`config.mk`:
```
export PLATFORM = sky130hd
export DESIGN_NAME = io_uart_tx
export DESIGN_NICKNAME = d
export VERILOG_FILES = /design/src/rtl/io_uart_tx.sv
export SDC_FILE = /design/constraint.sdc
export NUM_CORES = 1
export LEC_CHECK = 0
export CORE_ASPECT_RATIO = 1.75
export CORE_UTILIZATION = 50
export DETAILED_ROUTE_END_ITERATION = 7
export PLACE_DENSITY = 0.72
export SKIP_CTS_REPAIR_TIMING = 1
export SYNTH_ARGS = -nofsm -noshare
export SYNTH_HDL_FRONTEND = slang
export SYNTH_SLANG_ARGS = --single-unit
export TNS_END_PERCENT = 100
```
`constraint.sdc`:
```
create_clock -name clk -period 7.13 [get_ports clk]
set_input_delay 2.139 -clock clk [delete_from_list [all_inputs] [get_ports clk]]
set_output_delay 2.139 -clock clk [all_outputs]
set_load 0.03 [all_outputs]
```
`src/rtl/io_uart_tx.sv`:
```
// Memory-mapped UART transmitter: TX FIFO, programmable baud divisor, CSR and level irq.
// Define IO_UART_TX_PARITY_EN to add an even-parity bit between the data bits and stop.
module io_uart_tx #(
   parameter logic [7:0]           BASE_ADDR   = 8'h10,
   parameter int                   FIFO_DEPTH  = 8,
   parameter int                   DIV_WIDTH   = 16,
   parameter logic [DIV_WIDTH-1:0] DEFAULT_DIV = 434
) (
   input  logic        clk,
   input  logic        rst_n,
   input  logic [7:0]  io_addr,
   input  logic [31:0] io_wdata,
   input  logic        io_we,
   input  logic        io_re,
   output logic [31:0] io_rdata,
   output logic        tx,
   output logic        irq
);
   // state  | meaning
   // IDLE   | line high, waiting for a FIFO entry
   // START  | start bit (low)
   // DATA   | 8 data bits, LSB first
   // PARITY | even parity bit (parity build only)
   // STOP   | stop bit (high); may chain straight into the next START
   typedef enum logic [2:0] {
      S_IDLE,
      S_START,
      S_DATA,
`ifdef IO_UART_TX_PARITY_EN
      S_PARITY,
`endif
      S_STOP
   } state_e;

   localparam int         AW     = $clog2(FIFO_DEPTH);
   localparam int         CW     = AW + 1;
   localparam logic [7:0] A_DATA = BASE_ADDR;
   localparam logic [7:0] A_CSR  = BASE_ADDR + 8'd4;
   localparam logic [7:0] A_DIV  = BASE_ADDR + 8'd8;
`ifdef IO_UART_TX_PARITY_EN
   localparam logic       PAR_EN = 1'b1;
`else
   localparam logic       PAR_EN = 1'b0;
`endif

   state_e                 state_q;
   logic                   tx_q;
   logic [7:0]             sh_q;
   logic [2:0]             idx_q;
   logic [DIV_WIDTH-1:0]   baud_q, rld_q, div_q, wdiv;
   logic                   irq_en_q, ovf_q;
   logic [31:0]            rdata_q, csr;
   logic [7:0]             mem_q [FIFO_DEPTH];
   logic [AW-1:0]          wptr_q, rptr_q;
   logic [CW-1:0]          cnt_q, cnt_d;
   logic                   full, empty, busy, tick, pop, push, push_req;
   logic [7:0]             head;
   logic                   unused_wdata;
`ifdef IO_UART_TX_PARITY_EN
   logic                   par_q;
`endif

   assign full     = (cnt_q == CW'(FIFO_DEPTH));
   assign empty    = (cnt_q == '0);
   assign busy     = (state_q != S_IDLE);
   assign tick     = (baud_q == '0);
   assign head     = mem_q[rptr_q];
   assign pop      = !empty && ((state_q == S_IDLE) || ((state_q == S_STOP) && tick));
   assign push_req = io_we && (io_addr == A_DATA);
   // A full FIFO still accepts a push when the serializer pops on the same edge.
   assign push     = push_req && (!full || pop);
   assign wdiv     = io_wdata[DIV_WIDTH-1:0];
   assign csr      = {16'd0, 8'(cnt_q), 2'd0, PAR_EN, irq_en_q, ovf_q, empty, full, busy};
   assign unused_wdata = ^io_wdata;

   always_comb begin
      cnt_d = cnt_q;
      case ({push, pop})
         2'b10:   cnt_d = cnt_q + CW'(1);
         2'b01:   cnt_d = cnt_q - CW'(1);
         default: cnt_d = cnt_q;
      endcase
   end

   always_ff @(posedge clk) begin
      if (push) mem_q[wptr_q] <= io_wdata[7:0];
   end

   always_ff @(posedge clk or negedge rst_n) begin
      if (!rst_n) begin
         div_q    <= DEFAULT_DIV;
         irq_en_q <= 1'b0;
         ovf_q    <= 1'b0;
         rdata_q  <= '0;
         wptr_q   <= '0;
         rptr_q   <= '0;
         cnt_q    <= '0;
      end else begin
         cnt_q <= cnt_d;
         if (push) wptr_q <= wptr_q + AW'(1);
         if (pop)  rptr_q <= rptr_q + AW'(1);
         if (push_req && full && !pop)
            ovf_q <= 1'b1;
         else if (io_we && (io_addr == A_CSR) && io_wdata[3])
            ovf_q <= 1'b0;
         if (io_we && (io_addr == A_CSR)) irq_en_q <= io_wdata[4];
         if (io_we && (io_addr == A_DIV)) div_q <= (wdiv == '0) ? DIV_WIDTH'(1) : wdiv;
         if (io_re) begin
            case (io_addr)
               A_CSR:   rdata_q <= csr;
               A_DIV:   rdata_q <= 32'(div_q);
               default: rdata_q <= '0;
            endcase
         end
      end
   end

   // baud_q counts down from DIV-1; each bit ends on the edge where it reads zero.
   always_ff @(posedge clk or negedge rst_n) begin
      if (!rst_n) begin
         state_q <= S_IDLE;
         tx_q    <= 1'b1;
         sh_q    <= '0;
         idx_q   <= '0;
         baud_q  <= '0;
         rld_q   <= '0;
`ifdef IO_UART_TX_PARITY_EN
         par_q   <= 1'b0;
`endif
      end else if (pop) begin
         state_q <= S_START;
         tx_q    <= 1'b0;
         sh_q    <= head;
         baud_q  <= div_q - DIV_WIDTH'(1);
         rld_q   <= div_q - DIV_WIDTH'(1);
`ifdef IO_UART_TX_PARITY_EN
         par_q   <= ^head;
`endif
      end else if (busy && !tick) begin
         baud_q <= baud_q - DIV_WIDTH'(1);
      end else begin
         baud_q <= rld_q;
         case (state_q)
            S_START: begin
               state_q <= S_DATA;
               tx_q    <= sh_q[0];
               idx_q   <= '0;
            end
            S_DATA: begin
               if (idx_q == 3'd7) begin
`ifdef IO_UART_TX_PARITY_EN
                  state_q <= S_PARITY;
                  tx_q    <= par_q;
`else
                  state_q <= S_STOP;
                  tx_q    <= 1'b1;
`endif
               end else begin
                  tx_q  <= sh_q[1];
                  sh_q  <= sh_q >> 1;
                  idx_q <= idx_q + 3'd1;
               end
            end
`ifdef IO_UART_TX_PARITY_EN
            S_PARITY: begin
               state_q <= S_STOP;
               tx_q    <= 1'b1;
            end
`endif
            S_STOP:  state_q <= S_IDLE;
            default: state_q <= S_IDLE;
         endcase
      end
   end

   assign tx       = tx_q;
   assign io_rdata = rdata_q;
   assign irq      = irq_en_q & empty & ~busy;

endmodule

```
; ---- Word-level counts from Yosys, hierarchy flattened
; Memory sizes are Yosys's and may differ from the RTL's.
; Cells that the tools add are included.
[op_classes]
mux = 23
n_bitwise = 5
n_reduce_logical = 30
n_eq_ne = 14
n_addsub = 7
[op_table]
columns = cell, n
row1 = 16-bit two-way mux, 3
row2 = 16-bit logical NOT, 2
row3 = 8-bit two-way mux, 4
row4 = 16-bit case mux with 2 select lines, 1
row5 = "16-bit by 1-bit subtractor with 16-bit output, second input constant", 2
row6 = "8-bit by 5-bit equality test with 1-bit output, second input constant", 3
row7 = 3-bit two-way mux, 4
row8 = 3-bit case mux with 2 select lines, 2
row9 = 1-bit logical AND, 10
row10 = "3-bit by 1-bit adder with 3-bit output, second input constant", 3
row11 = 4-bit case mux with 2 select lines, 1
row12 = 2-bit nonzero test, 4
row13 = 1-bit two-way mux, 7
row14 = "3-bit by 2-bit equality test with 1-bit output, second input constant", 2
row15 = "2-bit inequality test, second input constant", 3
row16 = 3-bit nonzero test, 2
row17 = "4-bit by 1-bit adder with 4-bit output, second input constant", 1
row18 = "4-bit equality test, second input constant", 1
row19 = 1-bit logical NOT, 4
row20 = 4-bit logical NOT, 1
row21 = 2-bit AND reduction, 2
row22 = 4-bit AND reduction, 1
row23 = "4-bit by 1-bit subtractor with 4-bit output, second input constant", 1
row24 = "3-bit by 1-bit equality test with 1-bit output, second input constant", 1
row25 = 10 further kinds, 14
[word_totals]
elab_cells = 93
reg_bits = 107
input_bits = 44
memories = 1
ram_bits = 64
output_inout_bits = 34
[mem_list]
columns = memory, depth, width, rd, rd_ports_with_merged_regs, wr, line_no
row1 = mem_q, 8, 8, 1, 0, 1, 53  ; logic [7:0] mem_q [FIFO_DEPTH];

; ---- Longest topological paths before layout
; Gate-level depths: netlist (run 1).
[logic_depth]
word_depth = 8
ltp_mapped = 16
ltp_nobuf = 14

; ---- Worst setup path before layout (run 1)
; Ideal clock, no wire load.
[synth_timing]
kind = input-to-reg
start = in io_addr[5]
end = reg cnt_q[2]
t_arrival_ps = 4413
cell_stages = 12
t_required_ps = 7004
setup_slack_ps = 2591
setup_ps = 126
n_path_buf = 1
cell_sequence = nor4b_1 -> nand4b_1 -> a311oi_1 -> o21ai_2 -> ha_1 -> clkbuf_1 -> xor2_1 -> ha_1 -> a21oi_1 -> xor2_1 -> nor2_1 -> xor2_1
[synth_between]
elab_chain_len = 5
word_cells_on_any_way = 7
cone_classes = eq/ne: 3 / mux: 1 / reduce/logical: 3
[synth_lines]
columns = item, line_no
row1 = "start, declared", 11  ; input logic [7:0] io_addr,
row2 = 8-bit by 5-bit equality test with 1-bit output *, 69  ; assign push_req = io_we && (io_addr == A_DATA);
row3 = 1-bit logical AND *, 69
row4 = 1-bit logical AND *, 71  ; assign push = push_req && (!full || pop);
row5 = 2-bit by 1-bit equality test with 1-bit output or 2-bit equality test (tied branches), 78  ; case ({push, pop})
row6 = 4-bit case mux with 2 select lines or 2-bit nonzero test (tied branches), --
row7 = "end signal, assigned", 99  ; cnt_q <= cnt_d;
row8 = "end, declared", 55  ; logic [CW-1:0] cnt_q, cnt_d;
; Every way passes the cells marked *; elsewhere a longest branch is shown, timed or not.
; A chain may end at the register's enable or synchronous reset.

; ---- Worst setup path in the final report (run 1)
[layout_timing]
start = in io_addr[5]
end = mem mem_q[4][5] (enable)
[layout_between]
elab_chain_len = 5
[layout_lines]
columns = item, line_no
row1 = 8-bit by 5-bit equality test with 1-bit output, 69
row2 = 1-bit logical AND, 69
row3 = 1-bit logical AND, 71
row4 = 1-bit two-way mux, 86  ; if (push) mem_q[wptr_q] <= io_wdata[7:0];
row5 = 1-bit two-way mux (implied by the code), 86
row6 = "end, declared", 53
; No other way between the ends.

==> results of run 1 <==
==> cell usage after synthesis, drive strengths merged (3+ instances only) <==
cell type and number:
dfrtp 84, edfxtp 64, o21ai 43, nor2 41
buf 27, mux2 27, xnor2 24, inv 19
clkbuf 18, nor3 18, a21oi 17, mux4 16
nand2 14, ha 13, nand3 12, xor2 12
nor4 11, o22ai 10, a2bb2oi 9, or3 9
a22oi 8, nand2b 7, dfstp 6, o221ai 6
o211ai 4, and3 3, mux2i 3, nor3b 3
nor4b 3, or4 3
==> cell families after synthesis <==
logic type,Yosys count,share of synthesized area [%]
flip-flops,154,58.5
AND/OR/NAND/NOR,135,10.1
AO/OA/AOI/OAI,113,10.5
buffers and inverters,64,4.50
multiplexers,46,9.71
XOR/XNOR,36,4.41
adder cells (fa/ha/maj),13,2.28
other,1,0.0525
==> final timing paths <==
| kind | from | to | slack, ns |
|---|---|---|---|
| min | rld_q[12]$_DFFE_PN0P_ | rld_q[12]$_DFFE_PN0P_ | 0.50 |
| max | io_addr[5] | mem_q[4][5]$_DFFE_PP_ | 2.27 |
| max in group asynchronous | rst_n | sh_q[7]$_DFFE_PN0P_ | 4.40 |
| max reg2reg | baud_q[0]$_DFF_PN0_ | cnt_q[2]$_DFFE_PN0P_ | 2.96 |
| min reg2reg | rld_q[12]$_DFFE_PN0P_ | rld_q[12]$_DFFE_PN0P_ | 0.50 |
| min in group asynchronous | rst_n | io_rdata[8]$_DFFE_PN0P_ | 1.67 |
==> cell usage in the layout (no fill, tap or decap), types with 17 or more instances in the layout <==
master,instances
clkbuf_16,17
dfrtp_1,84
nor2_1,41
xnor2_1,24
clkdlybuf4s50_1,44
edfxtp_1,64
inv_1,18
o21ai_0,41
nor3_1,17
mux2_2,27
==> stage by stage <==
step           cell area (um^2)  setup WS, ns  hold slack, ns  total power, mW  util [%]
5_1_grt                    8290          2.05           0.517             3.33      59.6
6_report                   8290          2.27           0.496             3.16      59.6
2_1_floorplan              7200          2.59           0.449             2.01         -
4_1_cts                    8290          2.24           0.488             3.17      59.6
3_3_place_gp               7670          1.84           0.460             2.19      55.1
3_5_place_dp               7670          1.81           0.473             2.24      55.1
==> registers in the layout, summed over array words and instances (netlist names), 2 cells and up <==
| signal | cells |
|---|---|
| baud_q | 16 |
| cnt_q | 4 |
| div_q | 16 |
| idx_q | 3 |
| io_rdata | 16 |
| mem_q | 64 |
| rld_q | 16 |
| rptr_q | 3 |
| sh_q | 8 |
| state_q | 2 |
| wptr_q | 3 |
==> where the power goes <==
part / total [mW] / internal [mW] / switching, mW / leakage (nW)
logic: 1.02 / 0.450 / 0.568 / 1.18
clock network: 0.922 / 0.507 / 0.415 / 0.296
registers: 1.22 / 1.07 / 0.144 / 1.73
total: 3.16 / 2.03 / 1.13 / 3.20
==> final cells by class <==
class                   instances  area (um^2)  area share, %
clock buffers                  17          425           5.13
clock inverters                15          198           2.38
inverters                      19         71.3          0.860
multi-input cells             359         2700           32.6
flip-flops and latches        154         4180           50.4
well taps                     177          221           2.67
repair buffers                 51          493           5.95
==> worst max-delay path, delay by kind of cell <==
family / cells / cell delay, ns
AO/OA/AOI/OAI: 2 / 0.63
buffers and inverters: 1 / 0.40
AND/OR/NAND/NOR: 3 / 1.72
==> per-layer routing <==
metal	global-route usage [%]	routed length [um]
met5	0	0
met4	8.95	388
met3	3.76	507
met2	38.5	8250
met1	25.8	5720
==> impl_metrics.env, run 1 <==
export IMPL_path_class="in2reg"
export IMPL_antennaDiodeCount=0
export IMPL_startpoint_type="primary input"
export IMPL_detail_route_wl_per_cell_um=18.8
export IMPL_netlist_instances=562
export IMPL_setup_viol=0
export IMPL_drv_slew=0
export IMPL_netlist_area_um2=7150
export IMPL_leakagePower_nw=3.20
export IMPL_fp_dieH_um=160
export IMPL_gp_congestion=0.863
export IMPL_synth_cell_type_count=65
export IMPL_portBuffers=45
export IMPL_clkSinkCount=154
export IMPL_synth_area_leader_cell="dfrtp_1"
export IMPL_grt_max_degree=53
export IMPL_outcome="completed"
export IMPL_critPathSlowestCell="nor3_1"
export IMPL_drt_total_wl_um=14900
export IMPL_clk_latency_ns=0.42
export IMPL_layout_drive_gt1_share_pct=16.1
export IMPL_fin_cells=792
export IMPL_critical_path_arrival_ns=4.89
export IMPL_maxCapViolCount=0
export IMPL_ir_worst_vdd_uv=237
export IMPL_fmax_ghz=0.206
export IMPL_grt_total_usage_pct=21.8
export IMPL_hpwl_um=10400
export IMPL_crit_required_ns=7.16
export IMPL_synth_async_reset_ratio_pct=58.4
export IMPL_min_path_type="reg2reg"
export IMPL_path_cells="clkdlybuf4s50_1, nor4b_1, nand4b_1, a311oi_1, o21ai_2, nor3_1"
export IMPL_fin_setup_tns_ns=0
export IMPL_first_pass_iters=5
export IMPL_final_hold_viol_count=0
export IMPL_clock_path_buffers=2
export IMPL_synth_edff_count=64
export IMPL_nFillCells=1111
export IMPL_worst_pin_slew_ns=1.25
export IMPL_synth_ff_type="dfrtp_1"
export IMPL_grt_ovfl_total=0
export IMPL_fin_crit_ns=4.86
export IMPL_syn_to_final_growth_pct=16.0
export IMPL_path_max_fanout=8
export IMPL_cts_root_buffer="clkbuf_16"
export IMPL_rsz0062_at_grt="no"
export IMPL_grt_first_pass_wirelength_um=24600
export IMPL_numCtsBuffers=17
export IMPL_synth_seq_cells=154
export IMPL_htreeDepth=4
export IMPL_drc=0
export IMPL_period_share_pct=68.1
export IMPL_cts_clk_slew_worst_paths_ns=0.07
export IMPL_reg2reg_depth=15
export IMPL_synth_area_top_cells="dfrtp_1, edfxtp_1, mux4_2, mux2_2, xnor2_1"
export IMPL_die_x_um=92.4
export IMPL_cts_tree="yes"
export IMPL_grt_pass1_vias=4859
export IMPL_core_area_um2=13900
export IMPL_initial_utilization_pct=51.4
export IMPL_synth_top_cell_area_share_pct=29.4
export IMPL_num_io_pins=78
export IMPL_via_per_inst=5.85
export IMPL_row_count=57
export IMPL_final_antenna_net_count=0
export IMPL_place_inst=760
export IMPL_end_kind="flip-flop"
export IMPL_fin_nets=659
export IMPL_syn_area_per_cell_um2=12.7
export IMPL_vias=4634
export IMPL_power_density_nw_per_um2=381
export IMPL_antenna_found_initial=0
export IMPL_holdPathStages=1
export IMPL_finalClockSkew_ns=0.00941
export IMPL_drt_iter0_drc=384
export IMPL_critPathMaxStageDelay_ns=1.03
export IMPL_dieArea_um2=14800
export IMPL_synth_seq_area_share_pct=58.5
export IMPL_relSlewSlack_pct=15.8
export IMPL_yosysWarnings=0
No activity file was read; power rests on OpenSTA's default activity.
==> inputs of run 2 (changes only) <==
- clock period: 7.13 -> 4.55 ns (I/O delays scaled with it)
==> run 2 against run 1 <==
Cell area up 0.33%. Setup slack worse by 1.7 ns. Die area unchanged. Critical path depth up 6. Critical path type unchanged. Largest power group unchanged.
==> impl_metrics.env, run 2 (same netlist as run 1, synthesis figures left out) <==
export IMPL_outcome="completed"
export IMPL_drv_slew=0
export IMPL_grt_first_pass_wirelength_um=24100
export IMPL_r2r_slack_ns=0.77
export IMPL_final_common_cell="dfrtp_1"
export IMPL_htreeDepth=4
export IMPL_via_per_inst=5.73
export IMPL_p_int_mw=3.12
export IMPL_hpwl_um=10400
export IMPL_drc=0
export IMPL_cts_clk_slew_worst_paths_ns=0.07
export IMPL_vias=4592
export IMPL_combPwrFrac_pct=32.0
export IMPL_relSlewSlack_pct=25.7
export IMPL_drt_iter0_drc=212
export IMPL_detailed_place_area_um2=7740
export IMPL_fin_setup_tns_ns=0
export IMPL_top_register="mem_q"
export IMPL_power_density_nw_per_um2=585
export IMPL_initial_utilization_pct=51.4
export IMPL_fmax_ghz=0.253
export IMPL_row_count=57
export IMPL_leakagePower_nw=3.25
export IMPL_die_x_um=92.4
export IMPL_path_max_fanout=5
export IMPL_reg2reg_depth=14
export IMPL_largest_reg_flops=64
export IMPL_grt_total_usage_pct=21.5
export IMPL_crit_required_ns=4.86
export IMPL_detail_route_wl_per_cell_um=18.3
export IMPL_swShare_pct=35.8
export IMPL_maxCapViolCount=0
export IMPL_layout_drive_gt1_share_pct=17.4
export IMPL_period_share_pct=87.0
export IMPL_ir_worst_vdd_uv=344
export IMPL_core_area_um2=13900
export IMPL_clock_path_buffers=2
export IMPL_num_io_pins=78
export IMPL_antennaDiodeCount=0
export IMPL_worst_pin_slew_ns=1.11
export IMPL_p_seq_share_pct=40.0
export IMPL_fp_dieH_um=160
export IMPL_final_antenna_net_count=0
export IMPL_grt_pass1_vias=4831
export IMPL_regArea_um2=4180
export IMPL_setup_viol=0
export IMPL_min_from="rld_q[12]$_DFFE_PN0P_"
export IMPL_post_place_ws_ns=0.174
export IMPL_portBuffers=45
export IMPL_pwr_share_clk_pct=28.0
export IMPL_holdPathStages=1
export IMPL_gp_congestion=0.821
export IMPL_syn_to_final_growth_pct=16.4
export IMPL_startpoint_type="primary input"
export IMPL_clk_latency_ns=0.43
export IMPL_drt_total_wl_um=14700
export IMPL_total_power_mw=4.87
export IMPL_reg2reg_to="cnt_q[2]$_DFFE_PN0P_"
export IMPL_r2r_start="baud_q[0]$_DFF_PN0_"
export IMPL_cts_tree="yes"
export IMPL_fin_ws_ns=0.591
export IMPL_mostFrequentLayoutCells="dfrtp_1, edfxtp_1, clkdlybuf4s50_1"
export IMPL_fin_nets=669
export IMPL_fin_util_pct=59.8
export IMPL_switchingPower_mw=1.74
export IMPL_numCtsBuffers=17
export IMPL_dieArea_um2=14800
export IMPL_nFillCells=1128
export IMPL_hold_path_endpoint="rld_q[12]$_DFFE_PN0P_"
export IMPL_final_hold_viol_count=0
export IMPL_antenna_found_initial=0
export IMPL_grt_ovfl_total=0
export IMPL_grt_max_degree=77
export IMPL_path_class="in2reg"
export IMPL_min_path_type="reg2reg"
export IMPL_end_kind="flip-flop"
export IMPL_rsz0062_at_grt="no"
export IMPL_fin_crit_ns=3.96
export IMPL_multiInputGateArea_um2=2700
export IMPL_clkSinkCount=154
export IMPL_cts_root_buffer="clkbuf_16"
export IMPL_first_pass_iters=5
export IMPL_finalClockSkew_ns=0.00807
export IMPL_critical_path_arrival_ns=4.27
export IMPL_fin_area_um2=8320
run 2: cell types whose count changed in the layout (fill, tap and decap cells not counted), sizes merged:
cell | previous run | this run
inv | 26 | 29
bufinv | 1 | 0
buf | 7 | 17
clkinvlp | 2 | 0
run 2: worst max path at each step:
| stage | from | endpoint | slack [ns] | depth (start not counted) |
|---|---|---|---|---|
| floorplan | io_addr[5] | cnt_q[2]$_DFFE_PN0P_ | 0.78 | 12 |
| global placement | io_addr[5] | cnt_q[2]$_DFFE_PN0P_ | 0.36 | 12 |
| detailed placement | io_addr[5] | cnt_q[2]$_DFFE_PN0P_ | 0.17 | 12 |
| CTS | io_addr[5] | cnt_q[2]$_DFFE_PN0P_ | 0.63 | 12 |
| global route | io_addr[5] | cnt_q[2]$_DFFE_PN0P_ | 0.40 | 12 |
| finish | io_addr[5] | cnt_q[2]$_DFFE_PN0P_ | 0.59 | 12 |
run 2: layer usage:
| metal | vias up | GRT usage [%] | share of wire [%] |
|---|---|---|---|
| met1 | 2267 | 24.0 | 39 |
| met3 | 43 | 3.71 | 3.1 |
| li1 | 2168 | - | - |
| met2 | 114 | 37.6 | 53 |
| met5 | - | 0 | 0 |
| met4 | 0 | 12.6 | 4.6 |
run 2: cell type report:
cell class | count | share of cell area, %
Tap cell | 177 | 2.66
Timing Repair Buffer | 61 | 6.83
Sequential cell | 154 | 50.3
Clock buffer | 17 | 5.11
Multi-Input combinational cell | 359 | 32.5
Inverter | 19 | 0.857
Clock inverter | 15 | 1.80
run 2: power groups by stage:
stage	clock (mW)	sequential, mW	combinational (mW)
global placement	0	1.96	1.48
finish	1.36	1.95	1.56
detailed placement	0	1.97	1.55
floorplan	0	1.85	1.30
CTS	1.38	1.95	1.57
global route	1.44	1.99	1.71
run 2: metrics by stage:
| stage | instances | hold slack, ns |
|---|---|---|
| after floorplan | 577 | 0.449 |
| after global placement | 770 | 0.458 |
| after detailed placement | 770 | 0.466 |
| after CTS | 802 | 0.481 |
| after global routing | 802 | 0.509 |
| final | 802 | 0.485 |
run 2: critical path, cell delays in order:
cell             delay, ns
clkdlybuf4s50_1       0.40
nor4b_1               0.42
nand4b_1              0.25
a311oi_1              0.48
o21ai_2               0.13
ha_1                  0.30
xor2_1                0.18
ha_1                  0.20
a21oi_1               0.15
xor2_1                0.19
nor2_1                0.07
xor2_1                0.14
==> inputs of run 3 (changes only) <==
==> constraint.sdc (replaced) <==
create_clock -name clk -period 4.55 [get_ports clk]
set_input_delay 0.455 -clock clk [delete_from_list [all_inputs] [get_ports clk]]
set_output_delay 0.455 -clock clk [all_outputs]
set_load 0.03 [all_outputs]
==> run 3 against run 2 <==
Global-route usage increased by 0.45 points. Combinational power about the same. Setup slack improved by 0.18 ns. Wire length rose by 1.0%. Via count increased by 0.78%. Core utilization fell by 0.19 points. Register-to-register slack about the same. Power up 0.84%. First-iteration DRC count is 76% higher. Critical path depth is 2 higher. Sequential share of layout area up 0.16 points. Sequential cell count is the same. Critical endpoint unchanged. Highest routed layer unchanged.
==> impl_metrics.env, run 3 (same netlist as run 1, synthesis figures left out) <==
export IMPL_grt_total_usage_pct=21.9
export IMPL_total_power_mw=4.91
export IMPL_path_class="reg2reg"
export IMPL_first_pass_iters=5
export IMPL_htreeDepth=4
export IMPL_fin_area_um2=8290
export IMPL_regArea_um2=4180
export IMPL_syn_to_final_growth_pct=16.0
export IMPL_layout_drive_gt1_share_pct=16.4
export IMPL_critPathMaxStageDelay_ns=0.62
export IMPL_core_area_um2=13900
export IMPL_critical_path_arrival_ns=4.09
export IMPL_fmax_ghz=0.265
export IMPL_grt_pass1_vias=4966
export IMPL_outcome="completed"
export IMPL_top_register="mem_q"
export IMPL_drc=0
export IMPL_hpwl_um=10300
export IMPL_power_density_nw_per_um2=592
export IMPL_drt_iter0_drc=373
export IMPL_fin_util_pct=59.6
export IMPL_row_count=57
export IMPL_grt_ovfl_total=0
export IMPL_clkSinkCount=154
export IMPL_rsz0062_at_grt="no"
export IMPL_setup_viol=0
export IMPL_critPathSlowestCell="or4b_4"
export IMPL_fin_nets=661
export IMPL_final_antenna_net_count=0
export IMPL_final_common_cell="dfrtp_1"
export IMPL_initial_utilization_pct=51.4
export IMPL_mostFrequentLayoutCells="dfrtp_1, edfxtp_1, clkdlybuf4s50_1"
export IMPL_gp_congestion=0.856
export IMPL_detailed_place_area_um2=7680
export IMPL_drv_slew=0
export IMPL_grt_first_pass_wirelength_um=24800
export IMPL_antennaDiodeCount=0
export IMPL_fp_dieH_um=160
export IMPL_path_max_fanout=12
export IMPL_cp_top_family="simple AND/OR/NAND/NOR gates"
export IMPL_relSlewSlack_pct=15.1
export IMPL_largest_reg_flops=64
export IMPL_dieArea_um2=14800
export IMPL_crit_required_ns=4.86
export IMPL_grt_max_degree=49
export IMPL_cts_root_buffer="clkbuf_16"
export IMPL_finalClockSkew_ns=0.0105
export IMPL_die_x_um=92.4
export IMPL_min_path_type="in2async"
export IMPL_place_inst=762
export IMPL_leakagePower_nw=3.22
export IMPL_clk_latency_ns=0.43
export IMPL_fin_crit_ns=3.78
export IMPL_antenna_found_initial=0
export IMPL_vias=4628
export IMPL_cts_tree="yes"
export IMPL_path_cells="inv_1, ha_1, or3b_1, or4b_4, o21ai_4, nand2_2, inv_2, ha_1, xor2_1, ha_1, a21oi_1, xor2_1, nor2_1, xor2_1"
export IMPL_worst_path_buf_inv=2
export IMPL_fin_setup_tns_ns=0
export IMPL_multiInputGateArea_um2=2700
export IMPL_final_hold_viol_count=0
export IMPL_via_per_inst=5.83
export IMPL_portBuffers=45
export IMPL_worst_pin_slew_ns=1.26
export IMPL_drt_total_wl_um=14800
export IMPL_maxCapViolCount=0
export IMPL_cts_clk_slew_worst_paths_ns=0.07
export IMPL_startpoint_type="flip-flop"
export IMPL_detail_route_wl_per_cell_um=18.7
export IMPL_num_io_pins=78
export IMPL_numCtsBuffers=17
export IMPL_period_share_pct=83.0
export IMPL_nFillCells=1107
export IMPL_fin_cells=794
export IMPL_ir_worst_vdd_uv=418
export IMPL_clock_path_buffers=2
export IMPL_end_kind="flip-flop"
[run 3: cell types whose count changed in the layout (fill, tap and decap cells not counted), sizes merged]
| cell | before | now |
|---|---|---|
| buf | 17 | 9 |
| inv | 29 | 27 |
| clkinv | 5 | 7 |
[run 3: power breakdown]
group          internal, mW  total (mW)  switching (mW)
Combinational         0.706        1.55           0.844
Sequential             1.68        1.95           0.264
Clock                 0.748        1.41           0.664
[run 3: metrics by stage]
stage	setup slack, ns	hold slack, ns
after floorplan	1.22	0.159
after global placement	0.881	0.460
after detailed placement	0.764	0.466
after CTS	0.755	0.00935
after global routing	0.578	0.0522
final	0.772	0.00441
[run 3: final timing paths]
| kind | from | to | slack, ns | depth (start not counted) |
|---|---|---|---|---|
| setup / recovery | baud_q[0]$_DFF_PN0_ | cnt_q[2]$_DFFE_PN0P_ | 0.77 | 14 |
| hold reg to reg | rld_q[12]$_DFFE_PN0P_ | rld_q[12]$_DFFE_PN0P_ | 0.48 | 1 |
| max in group asynchronous | rst_n | baud_q[2]$_DFF_PN0_ | 3.51 | 2 |
| min in group clk | rld_q[12]$_DFFE_PN0P_ | rld_q[12]$_DFFE_PN0P_ | 0.48 | 1 |
| setup reg to reg | baud_q[0]$_DFF_PN0_ | cnt_q[2]$_DFFE_PN0P_ | 0.77 | 14 |
| hold / removal | rst_n | io_rdata[9]$_DFFE_PN0P_ | 0.004 | 1 |
[run 3: area by class of cell]
type                       instances  share of cell area (%)
clock buffer                      17                    5.13
clock inverter                    15                    2.22
inverter                          19                   0.860
multi-input combinational        359                    32.6
sequential                       154                    50.4
tap                              177                    2.67
timing repair buffer              53                    6.13
[run 3: worst register-to-register path, stage by stage (launching register included)]
cell,delay [ns]
dfrtp_1,0.41
inv_1,0.07
ha_1,0.17
or3b_1,0.48
or4b_4,0.62
o21ai_4,0.24
nand2_2,0.21
inv_2,0.27
ha_1,0.35
xor2_1,0.12
ha_1,0.19
a21oi_1,0.15
xor2_1,0.18
nor2_1,0.07
xor2_1,0.14
[run 3: metal layers]
metal	GRT usage (%)	vias up	part of all wire, %
met3	3.95	36	3.2
met5	0	-	0
met4	11.4	0	3.4
li1	-	2148	-
met2	38.6	142	54
met1	24.9	2302	40
